<file path="src/rtl/lsu_pkg.sv">
// Shared constants and types for the load/store initiator.
package lsu_pkg;

  localparam logic [2:0] F3_B  = 3'b000;
  localparam logic [2:0] F3_H  = 3'b001;
  localparam logic [2:0] F3_W  = 3'b010;
  localparam logic [2:0] F3_BU = 3'b100;
  localparam logic [2:0] F3_HU = 3'b101;

  localparam logic [1:0] ERR_NONE     = 2'b00;
  localparam logic [1:0] ERR_MISALIGN = 2'b01;
  localparam logic [1:0] ERR_RANGE    = 2'b10;
  localparam logic [1:0] ERR_ILLEGAL  = 2'b11;

  typedef enum logic [1:0] {
    S_IDLE   = 2'b00,
    S_ACCESS = 2'b01,
    S_RESP   = 2'b10
  } state_t;

endpackage

</file>
<file path="src/rtl/lsu_load_align.sv">
// Selects the addressed byte/halfword lane of a RAM word and sign- or zero-extends it.
module lsu_load_align
  import lsu_pkg::*;
(
  input  logic [31:0] dout,
  input  logic [1:0]  off,
  input  logic [2:0]  funct3,
  output logic [31:0] data
);

  logic [7:0]  b;
  logic [15:0] h;

  always_comb begin
    b = '0;
    case (off)
      2'd0: b = dout[7:0];
      2'd1: b = dout[15:8];
      2'd2: b = dout[23:16];
      2'd3: b = dout[31:24];
      default: b = '0;
    endcase
    h = off[1] ? dout[31:16] : dout[15:0];

    data = '0;
    case (funct3)
      F3_B:    data = {{24{b[7]}}, b};
      F3_BU:   data = {24'h0, b};
      F3_H:    data = {{16{h[15]}}, h};
      F3_HU:   data = {16'h0, h};
      F3_W:    data = dout;
      default: data = '0;
    endcase
  end

endmodule

</file>
<file path="src/rtl/lsu_mem_master.sv">
// Load/store initiator: one request at a time, converted to RAM strobes,
// with a registered response carrying extended load data or an error code.
module lsu_mem_master
  import lsu_pkg::*;
#(
  parameter int unsigned ADDR_WIDTH = 16
) (
  input  logic                  clk,
  input  logic                  rst,
  input  logic                  req_valid,
  output logic                  req_ready,
  input  logic                  req_we,
  input  logic [2:0]            req_funct3,
  input  logic [31:0]           req_addr,
  input  logic [31:0]           req_wdata,
  output logic                  resp_valid,
  input  logic                  resp_ready,
  output logic [31:0]           resp_rdata,
  output logic [1:0]            resp_err,
  output logic                  ram_ce,
  output logic [3:0]            ram_we,
  output logic [ADDR_WIDTH-1:0] ram_addr,
  output logic [31:0]           ram_din,
  input  logic [31:0]           ram_dout
);

  state_t state, state_nxt;

  logic                  accept;
  logic [1:0]            chk_err;
  logic [3:0]            we_mask;
  logic [31:0]           din_rep;
  logic                  we_q;
  logic [2:0]            f3_q;
  logic [1:0]            off_q;
  logic [3:0]            we_mask_q;
  logic [ADDR_WIDTH-1:0] ram_addr_q;
  logic [31:0]           ram_din_q;
  logic [31:0]           rdata_q;
  logic [1:0]            err_q;
  logic [31:0]           load_data;

  assign accept = req_valid && req_ready;

  always_comb begin
    chk_err = ERR_NONE;
    if (req_funct3 == 3'b011 || req_funct3 == 3'b110 || req_funct3 == 3'b111 ||
        (req_we && req_funct3[2]))
      chk_err = ERR_ILLEGAL;
    else if ((req_funct3[1:0] == 2'b01 && req_addr[0]) ||
             (req_funct3 == F3_W && req_addr[1:0] != 2'b00))
      chk_err = ERR_MISALIGN;
    else if (|req_addr[31:ADDR_WIDTH+2])
      chk_err = ERR_RANGE;
  end

  always_comb begin
    we_mask = '0;
    din_rep = req_wdata;
    case (req_funct3[1:0])
      2'b00: begin
        we_mask = 4'b0001 << req_addr[1:0];
        din_rep = {4{req_wdata[7:0]}};
      end
      2'b01: begin
        we_mask = 4'b0011 << req_addr[1:0];
        din_rep = {2{req_wdata[15:0]}};
      end
      default: we_mask = 4'b1111;
    endcase
    if (!req_we)
      we_mask = '0;
  end

  always_comb begin
    state_nxt = state;
    case (state)
      S_IDLE:   if (accept) state_nxt = (chk_err == ERR_NONE) ? S_ACCESS : S_RESP;
      S_ACCESS: state_nxt = S_RESP;
      S_RESP:   if (resp_ready) state_nxt = S_IDLE;
      default:  state_nxt = S_IDLE;
    endcase
  end

  // RAM address/data are registered at accept so they hold between accesses.
  always_ff @(posedge clk) begin
    if (rst) begin
      state      <= S_IDLE;
      we_q       <= 1'b0;
      f3_q       <= '0;
      off_q      <= '0;
      we_mask_q  <= '0;
      ram_addr_q <= '0;
      ram_din_q  <= '0;
      rdata_q    <= '0;
      err_q      <= ERR_NONE;
    end else begin
      state <= state_nxt;
      if (accept) begin
        we_q    <= req_we;
        f3_q    <= req_funct3;
        off_q   <= req_addr[1:0];
        err_q   <= chk_err;
        rdata_q <= '0;
        if (chk_err == ERR_NONE) begin
          we_mask_q  <= we_mask;
          ram_addr_q <= req_addr[ADDR_WIDTH+1:2];
          ram_din_q  <= din_rep;
        end
      end
      if (state == S_ACCESS)
        rdata_q <= we_q ? '0 : load_data;
    end
  end

  lsu_load_align u_align (
    .dout   (ram_dout),
    .off    (off_q),
    .funct3 (f3_q),
    .data   (load_data)
  );

  assign req_ready  = (state == S_IDLE);
  assign resp_valid = (state == S_RESP);
  assign resp_rdata = rdata_q;
  assign resp_err   = err_q;
  assign ram_ce     = (state == S_ACCESS) && !rst;
  assign ram_we     = ram_ce ? we_mask_q : 4'b0000;
  assign ram_addr   = ram_addr_q;
  assign ram_din    = ram_din_q;

endmodule
</file>
<file path="config.mk">
export PLATFORM = sky130hd
export DESIGN_NAME = lsu_mem_master
export DESIGN_NICKNAME = d
export VERILOG_FILES = /design/src/rtl/lsu_pkg.sv /design/src/rtl/lsu_load_align.sv /design/src/rtl/lsu_mem_master.sv
export SDC_FILE = /design/constraint.sdc
export NUM_CORES = 1
export LEC_CHECK = 0
export BUFFER_PORTS_ARGS = -buffer_cell sky130_fd_sc_hd__clkbuf_2
export CAP_MARGIN = 20
export CORE_MARGIN = 1
export CORE_UTILIZATION = 45
export CTS_CLUSTER_DIAMETER = 30
export DETAILED_ROUTE_END_ITERATION = 12
export PLACE_DENSITY = 0.76
export SYNTH_ARGS = -nofsm -noshare
export SYNTH_HDL_FRONTEND = slang
export SYNTH_SLANG_ARGS = --single-unit
</file>
<file path="constraint.sdc">
create_clock -name clk -period 2.2 [get_ports clk]
set_clock_uncertainty 0.1 [all_clocks]
set_input_delay 0 -clock clk [delete_from_list [all_inputs] [get_ports clk]]
set_output_delay 0 -clock clk [all_outputs]
set_load 0.005 [all_outputs]
</file>
# Word-level counts from Yosys, hierarchy flattened
# Index checks and enable logic that the tools add are counted.
word_totals:
  wordCells: 64
  output_inout_bits: 89
  ff_bits: 94
classes:
  eq_ne: 16
  mux: 17
  reduce_logical: 20
  shift: 2
op_table:
  columns: ["operator", "count"]
  rows:
  - ["case mux 32 bit (5 select lines)", 1]
  - ["two-way mux 32 bit", 3]
  - ["case mux 32 bit (2 select lines)", 1]
  - ["case mux 8 bit (4 select lines)", 1]
  - ["two-way mux 16 bit", 1]
  - ["OR reduction 14 bit", 1]
  - ["== test 3 bit (second input constant)", 4]
  - ["two-way mux 2 bit", 6]
  - ["== test 3 x 2 -> 1 bit (second input constant)", 3]
  - ["logical NOT 2 bit", 4]
  - ["two-way mux 4 bit", 2]
  - ["case mux 4 bit (2 select lines)", 1]
  - ["== test 2 x 1 -> 1 bit (second input constant)", 3]
  - ["== test 2 bit (second input constant)", 3]
  - ["case mux 2 bit (3 select lines)", 1]
  - ["logical AND 1 bit", 5]
  - ["logical OR 1 bit", 4]
  - ["!= test 2 x 1 -> 1 bit (second input constant)", 2]
  - ["AND reduction 2 bit", 2]
  - ["nonzero test 2 bit", 2]
  - ["left shift 1 x 2 -> 4 bit (first input constant)", 1]
  - ["left shift 2 x 2 -> 4 bit (first input constant)", 1]
  - ["== test 3 x 1 -> 1 bit (second input constant)", 1]
  - ["logical NOT 3 bit", 1]
  - ["logical NOT 1 bit", 1]

# Logic depth before layout (Yosys ltp)
# Gate-level depths: netlist (run 1).
depth:
  ltp_word: 9
  ltp_mapped: 7
  depth_no_buf: 4

# Cells and area by module
# From an unflattened synthesis (run 1), not the netlist that was laid out.
hier_totals:
  cells_unflattened: 596
  hier_area_um2: 5142.4
modules_own_cells:
  columns: ["mod", "seq_area_each_um2", "area_per_inst_um2", "n_inst", "cells_per_inst"]
  rows:
  - ["lsu_mem_master", 1881.8, 4076.4, 1, 468]
  - ["lsu_load_align", 0.0, 1066.0, 1, 128]

# Worst setup path after synthesis (run 1)
# OpenSTA, ideal clock, no wires.
synth_timing:
  path_kind: "register to register"
  startpoint: "register off_q[1]"
  endpoint: "register rdata_q[21], in the netlist resp_rdata[21]"
  synth_period_minus_slack_ns: 1.807
  setup_slack_ns: 0.393
  arrival_time_ns: 1.579
  stages_incl_launch_ff: 7
  n_path_buf: 2
  path_cell_list: "dfxtp_1 > buf_2 > mux2_2 > mux2_2 > clkbuf_1 > a22oi_1 > o21ai_1"
synth_via:
  elab_chain_cells: 5
synth_lines:
  columns: ["element", "line", "rtl"]
  rows:
  - ["from (decl)", "lsu_mem_master.sv:35", "logic [1:0] off_q;"]
  - ["from (signal assigned)", "lsu_mem_master.sv:102", "off_q <= req_addr[1:0];"]
  - ["== test 2 bit (tied with other cells)", "lsu_load_align.sv:16", "case (off)"]
  - ["case mux 8 bit (4 select lines)", "lsu_load_align.sv:16", null]
  - ["case mux 32 bit (5 select lines) (*)", "lsu_load_align.sv:26", "case (funct3)"]
  - ["two-way mux 32 bit (*)", "lsu_mem_master.sv:112", "rdata_q <= we_q ? '0 : load_data;"]
  - ["two-way mux 32 bit (*)", "lsu_mem_master.sv:111", "if (state == S_ACCESS)"]
  - ["to (signal assigned)", "lsu_mem_master.sv:112", null]
  - ["to (decl)", "lsu_mem_master.sv:39", "logic [31:0] rdata_q;"]
# Every way passes the cells marked *; elsewhere a longest branch is shown, timed or not.
# A chain may end at the register's enable or synchronous reset.

# Worst setup path in the final report (run 1)
layout_timing:
  startpoint: "register off_q[0]"
  endpoint: "register rdata_q[3], in the netlist resp_rdata[3]"
layout_via:
  elab_chain_cells: 5
layout_lines:
  columns: ["element", "line"]
  rows:
  - ["== test 2 bit (tied with other cells)", "lsu_load_align.sv:16"]
  - ["case mux 8 bit (4 select lines) (*)", "lsu_load_align.sv:16"]
  - ["case mux 32 bit (5 select lines) (*)", "lsu_load_align.sv:26"]
  - ["two-way mux 32 bit (*)", "lsu_mem_master.sv:112"]
  - ["two-way mux 32 bit (*)", "lsu_mem_master.sv:111"]
# Marked as above.

==> impl_metrics.csv, run 1 <==
group,metric,value,unit
setup_path,critical-path-max-stage-delay,0.50,ns
route,drc,0,
layout,regArea,0.001882,mm²
yosys,ys_ff_latch,94,
timing,rsz0062_at_grt,"no",
setup_path,required,2.34,ns
setup_path,startpoint_type,"flip-flop",
clocking,cts.reportedPaths.clkPinSlew,0.09,ns
placement,numPortBuffers,192,
timing,finalSetupViolCount,0,
route,first_iter_violations,315,
timing,hold_viol,0,
clocking,post_cts_buffers,0,
clocking,h-tree-depth,3,
yosys,synthTopCellsByArea,"dfxtp_1, o31ai_1, a21oi_1",
route,drtAntennaViolNets,0,
yosys,yosysMostFrequentCell,"dfxtp_1",
yosys,syn_area,0.004629,mm²
floorplan,fp.dieH,103.4,µm
yosys,synth_area_leader_cell,"dfxtp_1",
placement,dp_cells,828,
clocking,root_buffer,"clkbuf_8",
setup_path,path_buf_inv,1,
timing,final_max_slew_viol_count,0,
yosys,postSynthAreaPerCell,8.526,µm²
setup_path,slowest_stage,"nor2b_1",
setup_path,cp-end-kind,"flip-flop",
floorplan,io_pins,193,
clocking,holdBufCountCts,91,
yosys,yosys_warnings,0,
timing,tightest_slew,1.039,ns
timing,setup_tns,0,ns
yosys,synth_cell_type_count,44,
global_routing,grt_pass1_vias,5447,
pwr,leakagePower,2.800,nW
floorplan,die_x,103.4,µm
global_routing,overflow,0,
timing,timing.hold.ws,0.04560,ns
clocking,cts_made_buffers,9,
layout,multi_input_area,0.002485,mm²
layout,drive_gt1_frac,0.3155,
yosys,ys_seq_area_frac,0.4065,
setup_path,r2r_start,"off_q[0]",
setup_path,path_max_fanout,6,
timing,period_share,0.9331,
pwr,ir_worst_vdd,0.0003609,V
setup_path,path_cells,"nor2b_1 -> buf_4 -> mux2_2 -> o221ai_1 -> a21oi_1",
layout,area.growth.synth_to_final,47.05,%
yosys,async_reset_ff_frac,0,
floorplan,initial_core_util,0.4693,
hold_path,hold_path.class,"input port to flip-flop",
global_routing,grt_max_degree,50,
setup_path,crit_start,"off_q[0]",
setup_path,path_delay_family,"simple AND/OR/NAND/NOR gates",
global_routing,grt_pass1_wl,26.48,mm
job,cap_violations,0,
clocking,cts_tree,"done",
hold_path,hold_start,"req_funct3[2]",
layout,fillCellCount,726,
floorplan,die-area,0.01070,mm²
yosys,ys.flop_type,"dfxtp_1",
yosys,synth-edff-count,0,
placement,dpl.hpwl,10.25,mm
timing,relSlewSlack,0.3050,
status,status,"completed",
route,totalWireLength,16.88,mm
route,drt-wirelength-per-cell,18.06,µm
layout,fin_nets,901,
setup_path,critPathKind,"flip-flop to flip-flop",
clocking,cts.sinks,94,
floorplan,rows,36,
timing,layout_min_cycle_time,2.053,ns
yosys,synth_top_area_share,0.4065,
timing,fmax,487.1,MHz
yosys,synth_commonest_cells,"dfxtp_1, nand2_1, a21oi_1",
route,num_vias,5656,
global_routing,grt_usage,0.3204,
clocking,cts_resized,0,
global_routing,antenna_found_initial,0,
floorplan,fp.coreArea,0.009864,mm²
route,dr.pass1.iters,5,
layout,diodes,0,
placement,gp_congestion,0.9564,
setup_path,arrival,2.19,ns
layout,final_cells,935,
clocking,cts_max_path_buffers,2,
yosys,syn_inst,543,
route,via_per_inst,6.049,
yosys,syn_nets,647,
clocking,clk-insertion-delay-late,0.36,ns
pwr,p_per_area,528.2,mW/mm²
==> stage by stage <==
stage | power (mW) | utilization | area, µm² | setup WS [ns]
final | 3.596 | 0.6901 | 6808 | 0.1471
after global routing | 3.754 | 0.6901 | 6808 | 0.03744
after CTS | 3.583 | 0.6901 | 6808 | 0.1920
after detailed placement | 2.308 | 0.5778 | 5699 | 0.05601
after global placement | 2.299 | 0.5778 | 5699 | 0.1087
after floorplan | 2.094 | - | 4629 | 0.3935
==> layout by cell type, fill, tap and decap left out, types with 15 or more instances in the layout <==
cell	n
clkbuf_2	192
a21oi_1	52
nand2_1	64
buf_4	21
o31ai_1	35
mux2i_1	17
o21ai_1	20
nand4_1	33
dfxtp_1	94
a31oi_1	16
a22oi_1	17
mux2_2	15
dlygate4sd3_1	91
o21ai_0	30
==> power breakdown <==
part	leakage [nW]	internal (mW)	total, mW	switching (mW)
clock network	0.101	0.536	1.16	0.627
logic	1.94	0.327	0.707	0.380
registers	0.758	1.71	1.73	0.0153
==> tightest hold or removal path: stages <==
cell	delay, ns
clkbuf_2	0.15
a21o_1	0.16
o21ai_0	0.07
a311oi_1	0.09
==> sequential cells by signal, indices dropped and copies added (netlist names) <==
name,flops
state,2
ram_din,32
off_q,2
resp_err,2
we_mask_q,4
resp_rdata,32
f3_q,3
ram_addr,16
we_q,1
==> logic make-up (layout without fill, tap and decap cells) <==
kind of cell           Yosys count  after routing  share of synthesized area
and+or+nand+nor                133            133                     0.1478
AOI/OAI and AO/OA              217            217                     0.3057
muxes                           34             34                    0.08054
buffers and inverters           65            324                    0.05946
DFF                             94             94                     0.4065
==> layer usage <==
layer  up-vias  routed length (µm)  part of all wire  global-route usage
li1       2575                   -                 -                   -
met4         0                1005             0.060              0.2167
met5         -                   0                 0                   0
met1      2652                6378              0.38              0.3721
met3        94                1531             0.091             0.08804
met2       335                7969              0.47              0.5160
==> path summary, 6_finish.rpt <==
| path | endpoint | cells after the start | slack [ns] |
|---|---|---|---|
| max | resp_rdata[3] | 5 | 0.15 |
| min | resp_err[1] | 4 | 0.05 |
| max reg2reg | resp_rdata[3] | 5 | 0.15 |
| min reg2reg | resp_rdata[27] | 2 | 0.35 |
==> final cells by class <==
cell class,count,share of cell area
multi-input cells,384,0.3650
repair buffers,306,0.3040
flip-flops and latches,94,0.2764
well taps,133,0.02444
clock buffers,10,0.01875
clock inverters,6,0.01029
inverters,2,0.001103
Note: power is estimated with default switching activity, not from simulation.
==> inputs of run 2 (changes only) <==
--- a/config.mk
+++ b/config.mk
@@ -7,11 +7,13 @@
 export LEC_CHECK = 0
 export BUFFER_PORTS_ARGS = -buffer_cell sky130_fd_sc_hd__clkbuf_2
 export CAP_MARGIN = 20
+export CORE_ASPECT_RATIO = 0.6
 export CORE_MARGIN = 1
 export CORE_UTILIZATION = 45
 export CTS_CLUSTER_DIAMETER = 30
 export DETAILED_ROUTE_END_ITERATION = 12
-export PLACE_DENSITY = 0.76
+export PLACE_DENSITY = 0.74
 export SYNTH_ARGS = -nofsm -noshare
 export SYNTH_HDL_FRONTEND = slang
+export SYNTH_HIERARCHICAL = 1
 export SYNTH_SLANG_ARGS = --single-unit
==> constraint.sdc (replaced) <==
create_clock -name clk -period 2.2 [get_ports clk]
set_clock_uncertainty 0.1 [all_clocks]
set_input_delay 0.44 -clock clk [delete_from_list [all_inputs] [get_ports clk]]
set_output_delay 0.44 -clock clk [all_outputs]
set_load 0.005 [all_outputs]
==> impl_metrics.csv, run 2 <==
group,metric,value,unit
route,totalWireLength,17.69,mm
yosys,synth_compound_area_frac,0.3426,
floorplan,die_x,140.0,µm
pwr,finalPower,4.091,mW
pwr,swShare,0.2723,
yosys,postSynthAreaPerCell,8.628,µm²
global_routing,antenna_found_initial,0,
floorplan,fp.coreArea,0.01085,mm²
hold_path,hold_path.class,"input port to flip-flop",
timing,setup_tns,0,ns
pwr,switchingPower,1.114,mW
global_routing,grt_usage,0.2918,
setup_path,arrival,2.11,ns
clocking,h-tree-depth,3,
pwr,seqPwrFrac,0.422,
route,via_per_inst,6.341,
floorplan,rows,29,
timing,finalSetupViolCount,0,
timing,period_share,0.9175,
timing,rsz0062_at_grt,"no",
yosys,yosys.area_share.adder,0,
setup_path,crit_start,"off_q[1]",
yosys,synth-xor-area-share,0,
yosys,synthSimpleGateAreaFrac,0.1482,
clocking,root_buffer,"clkbuf_16",
setup_path,path_max_fanout,24,
floorplan,die-area,0.01187,mm²
timing,tightest_slew,1.051,ns
placement,placed_cell_area,0.006206,mm²
global_routing,grt_pass1_wl,27.43,mm
pwr,ir_worst_vdd,0.0004172,V
floorplan,io_pins,193,
route,drt-wirelength-per-cell,19.72,µm
timing,hold_viol,0,
setup_path,slowest_stage,"or4bb_1",
yosys,yosys_warnings,6,
layout,layout_common_cells,"clkbuf_2, dfxtp_1, a22oi_1, a21oi_1",
timing,setup_ws,0.1814,ns
yosys,yosysMostFrequentCell,"dfxtp_1",
yosys,syn_nets,700,
timing,layout_min_cycle_time,2.019,ns
placement,numPortBuffers,192,
clocking,post_cts_buffers,0,
layout,final_area,0.006525,mm²
placement,place_ws,0.01599,ns
layout,diodes,0,
route,drc,0,
route,num_vias,5688,
setup_path,cp.depth,6,
setup_path,critical-path-max-stage-delay,0.47,ns
yosys,synth-edff-count,0,
pwr,pwr-share-clk,0.408,
clocking,cts_max_path_buffers,2,
pwr,power_frac_comb,0.170,
setup_path,rr_worst_depth,6,
hold_path,hold_start,"req_addr[5]",
yosys,ys.flop_type,"dfxtp_1",
yosys,synthTopCellsByArea,"dfxtp_1, a22oi_1, o31ai_1",
layout,fin_nets,857,
pwr,p_per_area,627.0,mW/mm²
setup_path,cp-end-kind,"flip-flop",
yosys,async_reset_ff_frac,0,
placement,gp_congestion,0.8978,
yosys,ys_seq_area_frac,0.3659,
clocking,clk-insertion-delay-late,0.34,ns
yosys,syn_inst,596,
layout,final_util,0.6014,
pwr,p_int,2.977,mW
placement,dp_cells,881,
timing,final_max_slew_viol_count,0,
global_routing,grt_max_degree,96,
layout,area.growth.synth_to_final,26.89,%
route,first_iter_violations,685,
yosys,syn_area,0.005142,mm²
setup_path,critPathKind,"flip-flop to flip-flop",
setup_path,startpoint_type,"flip-flop",
layout,drive_gt1_frac,0.3536,
clocking,cts.reportedPaths.clkPinSlew,0.07,ns
yosys,synth_cell_type_count,48,
timing,fmax,495.4,MHz
job,cap_violations,0,
timing,timing.hold.ws,0.2357,ns
layout,layout_commonest_cell,"clkbuf_2",
setup_path,required,2.29,ns
clocking,cts_made_buffers,9,
layout,final_cells,897,
hold_path,hold-path-cell-count,3,
global_routing,overflow,0,
pwr,leakagePower,2.625,nW
timing,relSlewSlack,0.2993,
setup_path,r2r_start,"off_q[1]",
yosys,synth_top_family_by_area,"compound AO/OA/AOI/OAI gates",
yosys,synth_area_leader_cell,"dfxtp_1",
clocking,cts_tree,"done",
floorplan,initial_core_util,0.4740,
setup_path,path_delay_family,"simple AND/OR/NAND/NOR gates",
placement,dpl.hpwl,12.52,mm
floorplan,fp.dieH,84.81,µm
route,dr.pass1.iters,5,
yosys,synth_top_area_share,0.3659,
global_routing,grt_pass1_vias,5108,
status,status,"completed",
setup_path,path_cells,"buf_4 -> or4bb_1 -> o221ai_2 -> a222oi_1 -> a22oi_1 -> nor2_1",
setup_path,path_buf_inv,1,
clocking,holdBufCountCts,0,
yosys,synthMuxAreaShare,0.07153,
clocking,cts.sinks,94,
route,drtAntennaViolNets,0,
yosys,ys_ff_latch,94,
yosys,synth_commonest_cells,"dfxtp_1, a22oi_1, a21oi_1",
-- run 2: cell types whose count changed after synthesis, moves of 9 or more --
cell      change
a22oi_1      +39
nor2_1       +32
nand2_1      -25
a211oi_1     +16
o21ai_1      -15
a221oi_1      -9
-- run 2: path summary, 6_finish.rpt --
check | end | slack (ns)
setup / recovery | resp_rdata[4] | 0.18
setup reg to reg | resp_rdata[4] | 0.18
hold / removal | ram_addr[3] | 0.24
hold reg to reg | ram_din[30] | 0.37
-- run 2: cells by family (layout without fill, tap and decap cells) --
logic type	count (synthesis)	in the layout
multiplexers	35	35
AND/OR/NAND/NOR	144	144
flip-flops	94	94
buffers and inverters	77	239
AO/OA/AOI/OAI	246	246
-- run 2: repair_timing --
| action | 4_1_cts | 5_1_grt |
|---|---|---|
| endpoints found under the setup margin | 0 | 2 |
| gates resized for setup | 0 | 1 |
| hold endpoints to repair | 0 | 0 |
-- run 2: routing by layer --
metal,share of wire,track usage,vias to the layer above
li1,-,-,2642
met1,0.46,0.4268,2640
met2,0.41,0.4045,364
met3,0.12,0.08785,42
met4,0.019,0.08791,0
met5,0,0,-
-- run 2: layout make-up --
| cell class | count | area, µm² |
|---|---|---|
| sequential | 94 | 1882 |
| clock buffer | 11 | 232.7 |
| tap | 139 | 173.9 |
| timing repair buffer | 222 | 1236 |
| clock inverter | 5 | 83.83 |
| multi-input combinational | 425 | 2913 |
| inverter | 1 | 3.754 |
| fill | 970 | 4324 |
-- run 2: power by group through the flow --
stage	Sequential, mW	Combinational [mW]	Clock, mW
after floorplan	1.76	0.425	0
after global placement	1.77	0.654	0
after detailed placement	1.77	0.672	0
after CTS	1.73	0.675	1.70
after global routing	1.73	0.740	1.77
final	1.73	0.696	1.67
-- run 2: worst register-to-register path: stages (launching register included) --
cell and delay (ns):
dfxtp_1 0.44, buf_4 0.34, or4bb_1 0.47, o221ai_2 0.11
a222oi_1 0.16, a22oi_1 0.20, nor2_1 0.06
==> inputs of run 3 (changes only) <==
--- a/config.mk
+++ b/config.mk
@@ -6,9 +6,9 @@
 export NUM_CORES = 1
 export LEC_CHECK = 0
 export BUFFER_PORTS_ARGS = -buffer_cell sky130_fd_sc_hd__clkbuf_2
-export CAP_MARGIN = 20
+export CAP_MARGIN = 0
 export CORE_ASPECT_RATIO = 0.6
-export CORE_MARGIN = 1
+export CORE_MARGIN = 8
 export CORE_UTILIZATION = 45
 export CTS_CLUSTER_DIAMETER = 30
 export DETAILED_ROUTE_END_ITERATION = 12
==> impl_metrics.csv, run 3 (same netlist as run 2, synthesis figures left out) <==
group,metric,value,unit
status,status,"completed",
pwr,p_per_area,622.2,mW/mm²
floorplan,die-area,0.01522,mm²
clocking,root_buffer,"clkbuf_16",
route,num_vias,5583,
floorplan,fp.coreArea,0.01122,mm²
timing,setup_tns,0,ns
placement,dp_cells,888,
floorplan,initial_core_util,0.4582,
placement,place_ws,-0.1622,ns
timing,timing.hold.ws,0.2251,ns
layout,final_util,0.5836,
layout,diodes,0,
placement,numPortBuffers,192,
pwr,finalPower,4.075,mW
route,totalWireLength,18.97,mm
placement,placed_cell_area,0.006240,mm²
setup_path,startpoint_type,"flip-flop",
timing,tightest_slew,1.140,ns
clocking,cts_made_buffers,9,
timing,hold_viol,0,
job,cap_violations,0,
clocking,cts_max_path_buffers,2,
layout,area.growth.synth_to_final,27.37,%
hold_path,hold_path.class,"input port to flip-flop",
global_routing,busiest_layer,"met2",
route,drt-wirelength-per-cell,20.98,µm
route,first_iter_violations,575,
global_routing,antenna_found_initial,0,
timing,layout_min_cycle_time,2.091,ns
route,via_per_inst,6.176,
setup_path,arrival,1.55,ns
layout,final_cells,904,
global_routing,grt_util_met3,0.08869,
timing,period_share,0.9506,
timing,rsz0062_at_grt,"no",
setup_path,path_max_fanout,5,
clocking,cts.reportedPaths.clkPinSlew,0.07,ns
clocking,cts_tree,"done",
setup_path,critPathKind,"flip-flop to output pin",
floorplan,fp.dieH,98.81,µm
floorplan,io_pins,193,
clocking,cts.sinks,94,
global_routing,grt_pass1_wl,29.61,mm
floorplan,die_x,154.0,µm
timing,final_max_slew_viol_count,0,
layout,final_area,0.006550,mm²
route,drc,0,
timing,fmax,478.2,MHz
setup_path,cp-end-kind,"output pin",
clocking,h-tree-depth,3,
global_routing,grt_max_degree,96,
pwr,leakagePower,2.645,nW
global_routing,overflow,0,
timing,relSlewSlack,0.2373,
global_routing,use_met1,0.3345,
route,drtAntennaViolNets,0,
timing,finalSetupViolCount,0,
clocking,clk-insertion-delay-late,0.34,ns
route,dr.pass1.iters,6,
floorplan,rows,30,
global_routing,grt_pass1_vias,5349,
placement,gp_congestion,0.9109,
layout,drive_gt1_frac,0.3566,
layout,layout_common_cells,"clkbuf_2, dfxtp_1, a22oi_1, a21oi_1, nor2_1",
placement,dpl.hpwl,14.05,mm
clocking,holdBufCountCts,0,
pwr,ir_worst_vdd,0.0003655,V
global_routing,grt_usage,0.2387,
layout,fillCellCount,1029,
timing,setup_ws,0.1088,ns
global_routing,met2_usage,0.3400,
layout,fin_nets,859,
layout,layout_commonest_cell,"clkbuf_2",
setup_path,required,1.66,ns
run 3: changes by cell type in the layout (fill, tap and decap cells not counted), sizes merged:
cell,delta
buf,+2
bufinv,-1
clkinv,+1
clkinvlp,-1
inv,+1
run 3: path summary, 6_finish.rpt:
check              start            end  slack [ns]  cells after the start
max             state[0]      ram_we[2]        0.11                      4
min          req_addr[8]    ram_addr[6]        0.23                      3
max reg2reg     off_q[1]  resp_rdata[3]        0.15                      5
min reg2reg  resp_err[0]    resp_err[0]        0.37                      2
run 3: per-layer routing:
layer,part of all wire,routed length [µm],up-vias
met5,0,0,-
met4,0.0095,180,0
met3,0.11,2091,20
met2,0.42,8025,274
met1,0.46,8669,2647
li1,-,-,2642
run 3: area by class of cell:
type | count | area, µm² | share of cell area
Timing Repair Buffer | 224 | 1264 | 0.1929
Clock inverter | 5 | 66.31 | 0.01012
Tap cell | 144 | 180.2 | 0.02751
Sequential cell | 94 | 1883 | 0.2875
Inverter | 1 | 3.754 | 0.0005731
Clock buffer | 11 | 242.7 | 0.03706
Multi-Input combinational cell | 425 | 2910 | 0.4443
run 3: what timing repair did:
| action | CTS | global route |
|---|---|---|
| endpoints found under the setup margin | 0 | 1 |
| gates resized for setup | 0 | 1 |
| buffers inserted | 0 | 0 |
run 3: where the power goes:
| part | leakage [nW] | internal (mW) | switching [mW] | total (mW) |
|---|---|---|---|---|
| clock network | 0.148 | 0.926 | 0.714 | 1.64 |
| logic | 1.74 | 0.278 | 0.429 | 0.708 |
| registers | 0.759 | 1.71 | 0.0165 | 1.73 |
run 3: worst max-delay path, cell delays in order, from the launching register on:
cell	delay [ns]
dfxtp_1	0.42
nand2b_1	0.11
nor2_1	0.35
and2_1	0.21
clkbuf_2	0.12
